[src/rtl/if_fetch_unit.sv]
// Instruction-fetch stage: owns the PC, drives the imem request/response handshake and feeds the IF/ID register.
// Optional halt-on-HLT support is built when FETCH_HALT_EN is defined.
module if_fetch_unit #(
   parameter int unsigned     PC_W      = 16,
   parameter logic [PC_W-1:0] RESET_PC  = '0,
   parameter logic [15:0]     NOP_INSTR = 16'hB000
) (
   input  logic            clk,
   input  logic            rst,
   input  logic            stall_in,
   input  logic            redirect_valid,
   input  logic [PC_W-1:0] redirect_pc,
   output logic            imem_req,
   output logic [PC_W-1:0] imem_addr,
   input  logic [15:0]     imem_rdata,
   input  logic            imem_rdy,
   output logic [15:0]     instr_IF,
   output logic [PC_W-1:0] pc_IF,
   output logic            if_stall,
   output logic            if_flush,
   output logic            halted
);

   localparam int unsigned INSTR_W = 16;
   localparam logic [3:0]  HLT_OP  = 4'hF;

   typedef enum logic [1:0] {
      S_FETCH  = 2'd0,
      S_HOLD   = 2'd1,
      S_DRAIN  = 2'd2,
      S_HALTED = 2'd3
   } state_t;

   state_t              state_q, state_d;
   logic [PC_W-1:0]     pc_q, pc_d;
   logic [PC_W-1:0]     target_q, target_d;
   logic [INSTR_W-1:0]  hold_q, hold_d;
   logic [PC_W-1:0]     pc_inc;
   logic                instr_valid;

   assign pc_inc = pc_q + PC_W'(1);

   // State register and datapath registers
   always_ff @(posedge clk or posedge rst) begin
      if (rst) begin
         state_q  <= S_FETCH;
         pc_q     <= RESET_PC;
         target_q <= '0;
         hold_q   <= NOP_INSTR;
      end else begin
         state_q  <= state_d;
         pc_q     <= pc_d;
         target_q <= target_d;
         hold_q   <= hold_d;
      end
   end

   // Next-state and output logic; a redirect always wins over stall and accept
   always_comb begin
      state_d     = state_q;
      pc_d        = pc_q;
      target_d    = target_q;
      hold_d      = hold_q;
      instr_valid = 1'b0;
      imem_req    = 1'b0;
      imem_addr   = pc_q;
      instr_IF    = NOP_INSTR;
      pc_IF       = '0;
      if_stall    = 1'b0;
      if_flush    = 1'b1;
      halted      = 1'b0;

      case (state_q)
         S_FETCH: begin
            imem_req    = 1'b1;
            instr_valid = imem_rdy;
            if (imem_rdy) begin
               instr_IF = imem_rdata;
            end
            if (redirect_valid) begin
               if (imem_rdy) begin
                  pc_d = redirect_pc;
               end else begin
                  target_d = redirect_pc;
                  state_d  = S_DRAIN;
               end
            end else if (imem_rdy && !stall_in) begin
               pc_d = pc_inc;
`ifdef FETCH_HALT_EN
               if (imem_rdata[15:12] == HLT_OP) begin
                  state_d = S_HALTED;
               end
`endif
            end else if (imem_rdy) begin
               hold_d  = imem_rdata;
               state_d = S_HOLD;
            end
         end

         S_HOLD: begin
            instr_valid = 1'b1;
            instr_IF    = hold_q;
            if (redirect_valid) begin
               pc_d    = redirect_pc;
               state_d = S_FETCH;
            end else if (!stall_in) begin
               pc_d    = pc_inc;
               state_d = S_FETCH;
`ifdef FETCH_HALT_EN
               if (hold_q[15:12] == HLT_OP) begin
                  state_d = S_HALTED;
               end
`endif
            end
         end

         // Outstanding access must finish at the old address; its data is dropped
         S_DRAIN: begin
            imem_req = 1'b1;
            if (redirect_valid) begin
               target_d = redirect_pc;
            end
            if (imem_rdy) begin
               pc_d    = redirect_valid ? redirect_pc : target_q;
               state_d = S_FETCH;
            end
         end

`ifdef FETCH_HALT_EN
         S_HALTED: begin
            halted = 1'b1;
            if (redirect_valid) begin
               pc_d    = redirect_pc;
               state_d = S_FETCH;
            end
         end
`endif

         default: begin
            state_d = S_FETCH;
         end
      endcase

      if (instr_valid) begin
         pc_IF = pc_inc;
      end
      if_stall = stall_in & ~redirect_valid;
      if_flush = redirect_valid | (~instr_valid & ~stall_in);

      // Quiet, flushing outputs for as long as reset is asserted
      if (rst) begin
         imem_req = 1'b0;
         instr_IF = NOP_INSTR;
         pc_IF    = '0;
         if_stall = 1'b0;
         if_flush = 1'b1;
         halted   = 1'b0;
      end
   end

endmodule

[config.mk]
export PLATFORM = sky130hd
export DESIGN_NAME = if_fetch_unit
export DESIGN_NICKNAME = d
export VERILOG_FILES = /design/src/rtl/if_fetch_unit.sv
export SDC_FILE = /design/constraint.sdc
export NUM_CORES = 1
export LEC_CHECK = 0
export ABC_AREA = 0
export BUFFER_PORTS_ARGS = -buffer_cell sky130_fd_sc_hd__buf_2
export CAP_MARGIN = 30
export CORE_MARGIN = 2
export CORE_UTILIZATION = 45
export DETAILED_ROUTE_END_ITERATION = 16
export PLACE_DENSITY = 0.71
export SYNTH_ARGS = -nofsm -noshare
export SYNTH_HDL_FRONTEND = slang
export SYNTH_SLANG_ARGS = --single-unit
[constraint.sdc]
create_clock -name clk -period 2.5 [get_ports clk]
set_clock_uncertainty 0.05 [all_clocks]
set_input_delay 0 -clock clk [delete_from_list [all_inputs] [get_ports clk]]
set_output_delay 0 -clock clk [all_outputs]
set_load 0.02 [all_outputs]
# Yosys cells after proc, flatten, opt, wreduce, memory -nomap -nowiden
# Index checks and enable logic that the tools add are counted.
totals:
  ff_bits: 50
  out_inout_bits: 52
classes:
  n_bitwise: 7
  n_eq_ne: 11
  muxes: 29
  n_reduce_logical: 10
  n_addsub: 1
ops:
  columns: ["op", "count"]
  rows:
  - ["16-bit two-way mux", 13]
  - ["16-bit case mux with 2 select lines", 2]
  - ["16-bit case mux with 3 select lines", 1]
  - ["3-bit inequality test (second input constant)", 6]
  - ["16-bit by 1-bit adder with 16-bit output (second input constant)", 1]
  - ["2-bit two-way mux", 7]
  - ["5-bit AND reduction", 2]
  - ["2-bit inequality test (second input constant)", 3]
  - ["2-bit case mux with 3 select lines", 1]
  - ["1-bit two-way mux", 4]
  - ["1-bit NOT", 4]
  - ["4-bit AND reduction", 1]
  - ["3-bit AND reduction", 1]
  - ["3-bit nonzero test", 1]
  - ["1-bit bitwise AND", 2]
  - ["2-bit by 1-bit == test with 1-bit output (second input constant)", 1]
  - ["2-bit == test (second input constant)", 1]
  - ["2-bit zero test", 1]
  - ["1-bit case mux with 2 select lines", 1]
  - ["2-bit nonzero test", 1]
  - ["2-bit OR reduction", 1]
  - ["1-bit logical AND", 1]
  - ["1-bit zero test", 1]
  - ["1-bit OR", 1]

# Logic depth before layout (Yosys ltp)
# Gate-level depths: netlist of the first run.
logic_depth:
  ltp_word: 6
  ltp_mapped: 9

# Worst setup path before layout of the first run
# OpenSTA, ideal clock, no wires.
synth_path:
  path_kind: "input -> output"
  startpoint: "input port rst"
  endpoint: "output port pc_IF[10]"
  t_arrival_ps: 2124
  stages: 5
  setup_slack_ps: 326
  t_required_ps: 2450
  n_path_buf: 2
  cell_sequence: "clkbuf_1 inv_1 nand2_1 clkbuf_1 nor2_1"
synth_via:
  elab_chain_cells: 1
synth_rtl:
  columns: ["element", "line_no", "text"]
  rows:
  - ["start: declaration", "9", "input logic rst,"]
  - ["16-bit two-way mux", "151", "if (rst) begin"]
  - ["end: declaration", "18", "output logic [PC_W-1:0] pc_IF,"]
# Every way passes these cells.

# Final worst setup path of the first run
layout_path:
  startpoint: "register state_q[1]"
  endpoint: "output port pc_IF[15]"
layout_via:
  elab_chain_cells: 4
  elab_cells_between_ends: 5
layout_rtl:
  columns: ["element", "line_no", "text"]
  rows:
  - ["start: declaration", "34", "state_t state_q, state_d;"]
  - ["start signal: assignment", "51", "state_q <= state_d;"]
  - ["2-bit by 1-bit == test with 1-bit output or 2-bit zero test (tied branches)", "73", "case (state_q)"]
  - ["1-bit case mux with 2 select lines (*)", "73", null]
  - ["16-bit two-way mux (*)", "144", "if (instr_valid) begin"]
  - ["16-bit two-way mux (*)", "151", null]
# Mark *: on every way between the ends. The rest lies on a longest branch, timed or not.

==> results of run 1 <==
final cells by class:
| type | instances | share of cell area |
|---|---|---|
| multi-input cells | 248 | 0.4162 |
| flip-flops and latches | 50 | 0.3092 |
| repair buffers | 135 | 0.2164 |
| well taps | 80 | 0.02466 |
| clock buffers | 6 | 0.02035 |
| inverters | 11 | 0.01017 |
| clock inverters | 2 | 0.003083 |
critical path: cells and delay by family (launching register included):
| kind | cells | cell delay (ps) |
|---|---|---|
| buf+inv | 3 | 400 |
| simple gates | 2 | 470 |
| flops | 1 | 420 |
| compound gates | 1 | 340 |
| fa+ha+maj | 1 | 290 |
Yosys cell counts (3+ instances only):
library cell,n,area [um^2]
dfrtp_1,47,1176
nor2_1,45,168.9
mux2_2,33,371.6
nand2_1,25,93.84
clkbuf_1,17,63.81
o21ai_0,14,70.07
a22oi_1,13,97.59
nand3_1,12,60.06
inv_1,11,41.29
a21oi_1,10,50.05
o211ai_1,9,67.56
xnor2_1,9,78.83
nor3_1,7,35.03
and3_1,6,37.54
buf_2,5,25.02
ha_1,5,62.56
o2bb2ai_1,5,43.79
a211oi_1,4,30.03
xor2_1,4,35.03
a221oi_1,3,26.28
dfstp_2,3,78.83
nand2b_1,3,18.77
nand4_1,3,18.77
o211a_1,3,30.03
o22a_1,3,26.28
o22ai_1,3,18.77
per-layer routing:
metal	global-route usage	wire (um)	vias to the layer above	part of all wire
li1	-	-	1433	-
met1	0.2936	3784	1418	0.44
met3	0.03810	547	11	0.064
met2	0.3755	4136	119	0.48
met5	0	0	-	0
met4	0.06250	97	0	0.011
stage by stage:
step,total power (uW),setup WS (ps),std cells
CTS,4667,12.42,532
floorplan,3339,326.2,333
detailed placement,4116,335.9,491
global route,4995,69.28,532
global placement,4047,415.7,491
finish,4676,205.3,532
power by group through the flow:
stage | sequential, uW | combinational, uW | clock [uW]
floorplan | 1670 | 1670 | 0
global placement | 1600 | 2440 | 0
detailed placement | 1620 | 2500 | 0
CTS | 1610 | 2550 | 515
global route | 1670 | 2780 | 543
finish | 1620 | 2560 | 500
cell families after synthesis:
kind of cell,synth area share
AOI/OAI and AO/OA,0.1909
xor gates and xnor gates,0.03696
adders and majority gates,0.02031
buffers and inverters,0.04590
DFF,0.4074
muxes,0.1239
other,0.001217
and+or+nand+nor,0.1734
path summary, 6_finish.rpt:
check	from	endpoint	cells past startpoint	slack [ps]
max in group asynchronous	rst	target_q[13]	4	1510
worst max-delay path	state_q[1]	pc_IF[15]	7	210
worst min-delay path	redirect_valid	state_q[1]	3	80
min in group asynchronous	rst	target_q[0]	3	230
worst max register to register	state_q[0]	imem_addr[14]	6	290
worst min register to register	target_q[5]	target_q[5]	1	460
timing repair:
action | in CTS | in global routing
hold buffers | 33 | 0
endpoints found under the hold margin | 57 | 0
resized for setup | 0 | 2
setup endpoints to repair | 0 | 13
sequential cells by signal, indices dropped and copies added, names as in the netlist:
register   flops
imem_addr     16
state_q        2
hold_q        16
target_q      16
==> results.json, run 1 <==
{
  "antenna_found_initial": 0,
  "fmax_ghz": 0.4358,
  "clk_latency_ps": 310,
  "worstSetupPathType": "reg -> out",
  "row_count": 30,
  "io_pins": 89,
  "start_util": 0.4585,
  "final.period_utilization": 0.9179,
  "ir_drop_v": 0.0007396,
  "gp_congestion": 0.8804,
  "final_cell_area_um2": 4059,
  "clkTransAtPathRegs_ps": 100,
  "finalSetupViolCount": 0,
  "overflow": 0,
  "mostFrequentLayoutCells": "buf_2, dfrtp_1, nor2_1, mux2_2, dlygate4sd3_1",
  "p_leak_uw": 0.001850,
  "synth_warnings": 0,
  "syn_nets": 375,
  "crit_required_ps": 2450,
  "netlist_area_um2": 3080,
  "ys_types": 50,
  "hold_class": "in -> reg",
  "vias": 2981,
  "post_drt_wl_per_cell_um": 16.10,
  "p_int_uw": 2561,
  "drt_pass1_iterations": 4,
  "drive_above_1_share": 0.3451,
  "fillers": 601,
  "grt_max_degree": 34,
  "clkPwrFrac": 0.107,
  "placed_area_um2": 3628,
  "finalMaxSlewViolations": 0,
  "holdWs_ps": 80.86,
  "rsz0062_at_grt": "false",
  "tns_ps": 0,
  "p_sw_uw": 2115,
  "grt_first_pass_wirelength_um": 13240,
  "syn_area_per_cell_um2": 9.251,
  "grtUsageTotal": 0.2220,
  "synth_enable_flop_cells": 0,
  "crit_chain": "inv_1 -> ha_1 -> inv_1 -> o21ai_0 -> nand2_2 -> nor2_1 -> buf_2",
  "critPathMaxStageDelay_ps": 420,
  "routed_wirelength_um": 8566,
  "fin_nets": 493,
  "fin_crit_ps": 2295,
  "ys_seq_elements": 50,
  "maxCapViolations": 0,
  "final_common_cell": "buf_2",
  "core_area_um2": 6719,
  "multi_input_area_um2": 1689,
  "routed_via_density": 5.603,
  "p_comb_frac": 0.547,
  "first_iter_violations": 156,
  "cts_sinks": 50,
  "critPathSlowestCell": "dfrtp_1",
  "syn-instance-count": 333,
  "cts_tree": "done",
  "final_util": 0.6041,
  "ys_async_sr_fraction": 1.000,
  "clockRootBuffer": "clkbuf_8",
  "dp_hpwl_um": 5849,
  "register_area_um2": 1255,
  "ys_seq_area_frac": 0.4074,
  "ant_nets": 0,
  "clock_path_buffers": 2,
  "crit_path_end_kind": "primary output",
  "die_width_um": 86.74,
  "outcome": "finished, final reports clean",
  "grt_pass1_vias": 2761,
  "powerDensity_nw_per_um2": 1152,
  "crit_top_cell": "inv_1",
  "die_area_um2": 7523,
  "synth_flop_cell": "dfrtp_1",
  "areaGrowthSynthToFinish_pct": 31.76,
  "arrival_ps": 2240,
  "critical_path.startpoint_type": "flip-flop",
  "h-tree-depth": 2,
  "drcViolationCount": 0,
  "p_seq_frac": 0.346,
  "cts_made_buffers": 5,
  "io_buffers": 87,
  "switching_share": 0.4523,
  "cts_setup_buffers": 0,
  "antenna_cells": 0,
  "hold_violations": 0,
  "die_y_um": 86.74,
  "critPathMaxFanout": 13
}
Power figures use the tool's default switching activity.
==> run 2: changes to the inputs <==
--- a/config.mk
+++ b/config.mk
@@ -6,12 +6,11 @@
 export NUM_CORES = 1
 export LEC_CHECK = 0
 export ABC_AREA = 0
-export BUFFER_PORTS_ARGS = -buffer_cell sky130_fd_sc_hd__buf_2
 export CAP_MARGIN = 30
 export CORE_MARGIN = 2
 export CORE_UTILIZATION = 45
 export DETAILED_ROUTE_END_ITERATION = 16
-export PLACE_DENSITY = 0.71
+export DONT_BUFFER_PORTS = 1
 export SYNTH_ARGS = -nofsm -noshare
 export SYNTH_HDL_FRONTEND = slang
 export SYNTH_SLANG_ARGS = --single-unit
==> run 2 against run 1 <==
  * Critical path depth fell by 1
  * Die area did not move
  * Sequential share of layout area grew 1.6 points
  * Power up 2.7%
  * Clock-buffer cell count stayed put
  * Largest cell class unchanged
  * Largest power group unchanged
==> results.json, run 2 (synthesis results as in run 1) <==
{
  "outcome": "finished, final reports clean",
  "io_buffers": 0,
  "overflow": 0,
  "final_common_cell": "dfrtp_1",
  "critPathMaxFanout": 10,
  "ir_drop_v": 0.0004510,
  "row_count": 30,
  "start_util": 0.4585,
  "crit_chain": "nand4_1 -> buf_4 -> or4_4 -> xnor2_1 -> nor2_1 -> buf_4",
  "antenna_found_initial": 0,
  "crit_top_cell": "buf_4",
  "final.period_utilization": 0.9227,
  "rsz0062_at_grt": "false",
  "routed_via_density": 5.925,
  "cts_sinks": 50,
  "vias": 2773,
  "crit_end": "pc_IF[14]",
  "routed_wirelength_um": 8503,
  "fin_crit_ps": 2307,
  "grt_first_pass_wirelength_um": 13610,
  "grt_max_degree": 29,
  "hold_class": "in -> out",
  "finalSetupViolCount": 0,
  "h-tree-depth": 2,
  "worst-slew-pin-transition_ps": 1034,
  "critPathMaxStageDelay_ps": 560,
  "clock_path_buffers": 2,
  "dp_hpwl_um": 5808,
  "grt_pass1_vias": 2728,
  "ant_nets": 0,
  "holdWs_ps": 31.58,
  "timing.rr.start": "state_q[1]",
  "crit_path_end_kind": "primary output",
  "antenna_cells": 0,
  "arrival_ps": 2260,
  "p_leak_uw": 0.001613,
  "powerDensity_nw_per_um2": 1244,
  "clkTransAtPathRegs_ps": 90,
  "startpoint": "imem_addr[6]",
  "maxCapViolations": 0,
  "critical_path.startpoint_type": "flip-flop",
  "mostFrequentLayoutCells": "dfrtp_1, nor2_1, dlygate4sd3_1, buf_4, mux2_2",
  "clk_latency_ps": 300,
  "worstSetupPathType": "reg -> out",
  "clockRootBuffer": "clkbuf_8",
  "slew_headroom": 0.3081,
  "cts_made_buffers": 5,
  "die_y_um": 86.74,
  "core_area_um2": 6719,
  "drcViolationCount": 0,
  "drive_above_1_share": 0.2268,
  "fmax_ghz": 0.4335,
  "io_pins": 89,
  "critPathSlowestCell": "or4_4",
  "die_width_um": 86.74,
  "worst_r2r_path_depth": 7,
  "rr_endpoint": "imem_addr[14]",
  "gp_congestion": 0.8312,
  "drt_pass1_iterations": 4,
  "hold_violations": 0,
  "hold_depth": 1,
  "areaGrowthSynthToFinish_pct": 25.35,
  "cts_tree": "done",
  "die_area_um2": 7523,
  "grtUsageTotal": 0.2313,
  "rrSetupSlack_ps": 320,
  "crit_required_ps": 2450,
  "fin_nets": 429,
  "tns_ps": 0,
  "finalMaxSlewViolations": 0,
  "post_drt_wl_per_cell_um": 18.17,
  "first_iter_violations": 238
}
-- run 2: worst min-delay path by stage --
stage	to	slack, ps	startpoint
floorplan	hold_q[0]	100	imem_rdata[0]
global placement	hold_q[9]	-170	rst
detailed placement	hold_q[10]	-170	rst
CTS	instr_IF[2]	30	rst
global route	instr_IF[4]	30	rst
finish	instr_IF[2]	30	rst
-- run 2: report_power, final --
| group | total [uW] | switching (uW) | internal [uW] |
|---|---|---|---|
| combinational | 2440 | 1370 | 1070 |
| sequential | 1660 | 426 | 1230 |
| clock | 703 | 276 | 427 |
| total | 4800 | 2070 | 2730 |
-- run 2: area by class of cell --
cell class / count / area, um^2
Fill cell: 599 / 2858
Multi-Input combinational cell: 248 / 1687
Sequential cell: 50 / 1255
Timing Repair Buffer: 71 / 635.6
Tap cell: 80 / 100.1
Clock buffer: 6 / 82.58
Clock inverter: 2 / 60.06
Inverter: 11 / 41.29
-- run 2: timing repair --
action                                 4_1_cts  5_1_grt
hold buffers                                36        0
setup endpoints to repair                    0       13
resized for setup                            0        1
endpoints found under the hold margin       97        0
buffers inserted                             0        1
-- run 2: metrics by stage --
step                      utilization  setup WS, ps  total power [uW]  cells  cell area, um^2
after floorplan                     -         326.2              3339    333             3080
after global placement         0.4965         411.3              3975    423             3336
after detailed placement       0.4965         345.7              4028    423             3336
after CTS                      0.5713         37.97              4788    467             3839
after global routing           0.5747         63.11              5136    468             3861
final                          0.5747         193.2              4804    468             3861
-- run 2: metal layers --
metal,vias to the layer above,wire length [um],global-route usage
li1,1305,-,-
met2,99,4167,0.3832
met1,1354,3707,0.2967
met4,0,188,0.08665
met3,15,440,0.04952
met5,-,0,0
-- run 2: critical path, delay by kind of cell (launching register included) --
kind                   cells  cell delay (ps)
AND/OR/NAND/NOR            3              840
XOR/XNOR                   1              190
flip-flops                 1              540
buffers and inverters      2              380
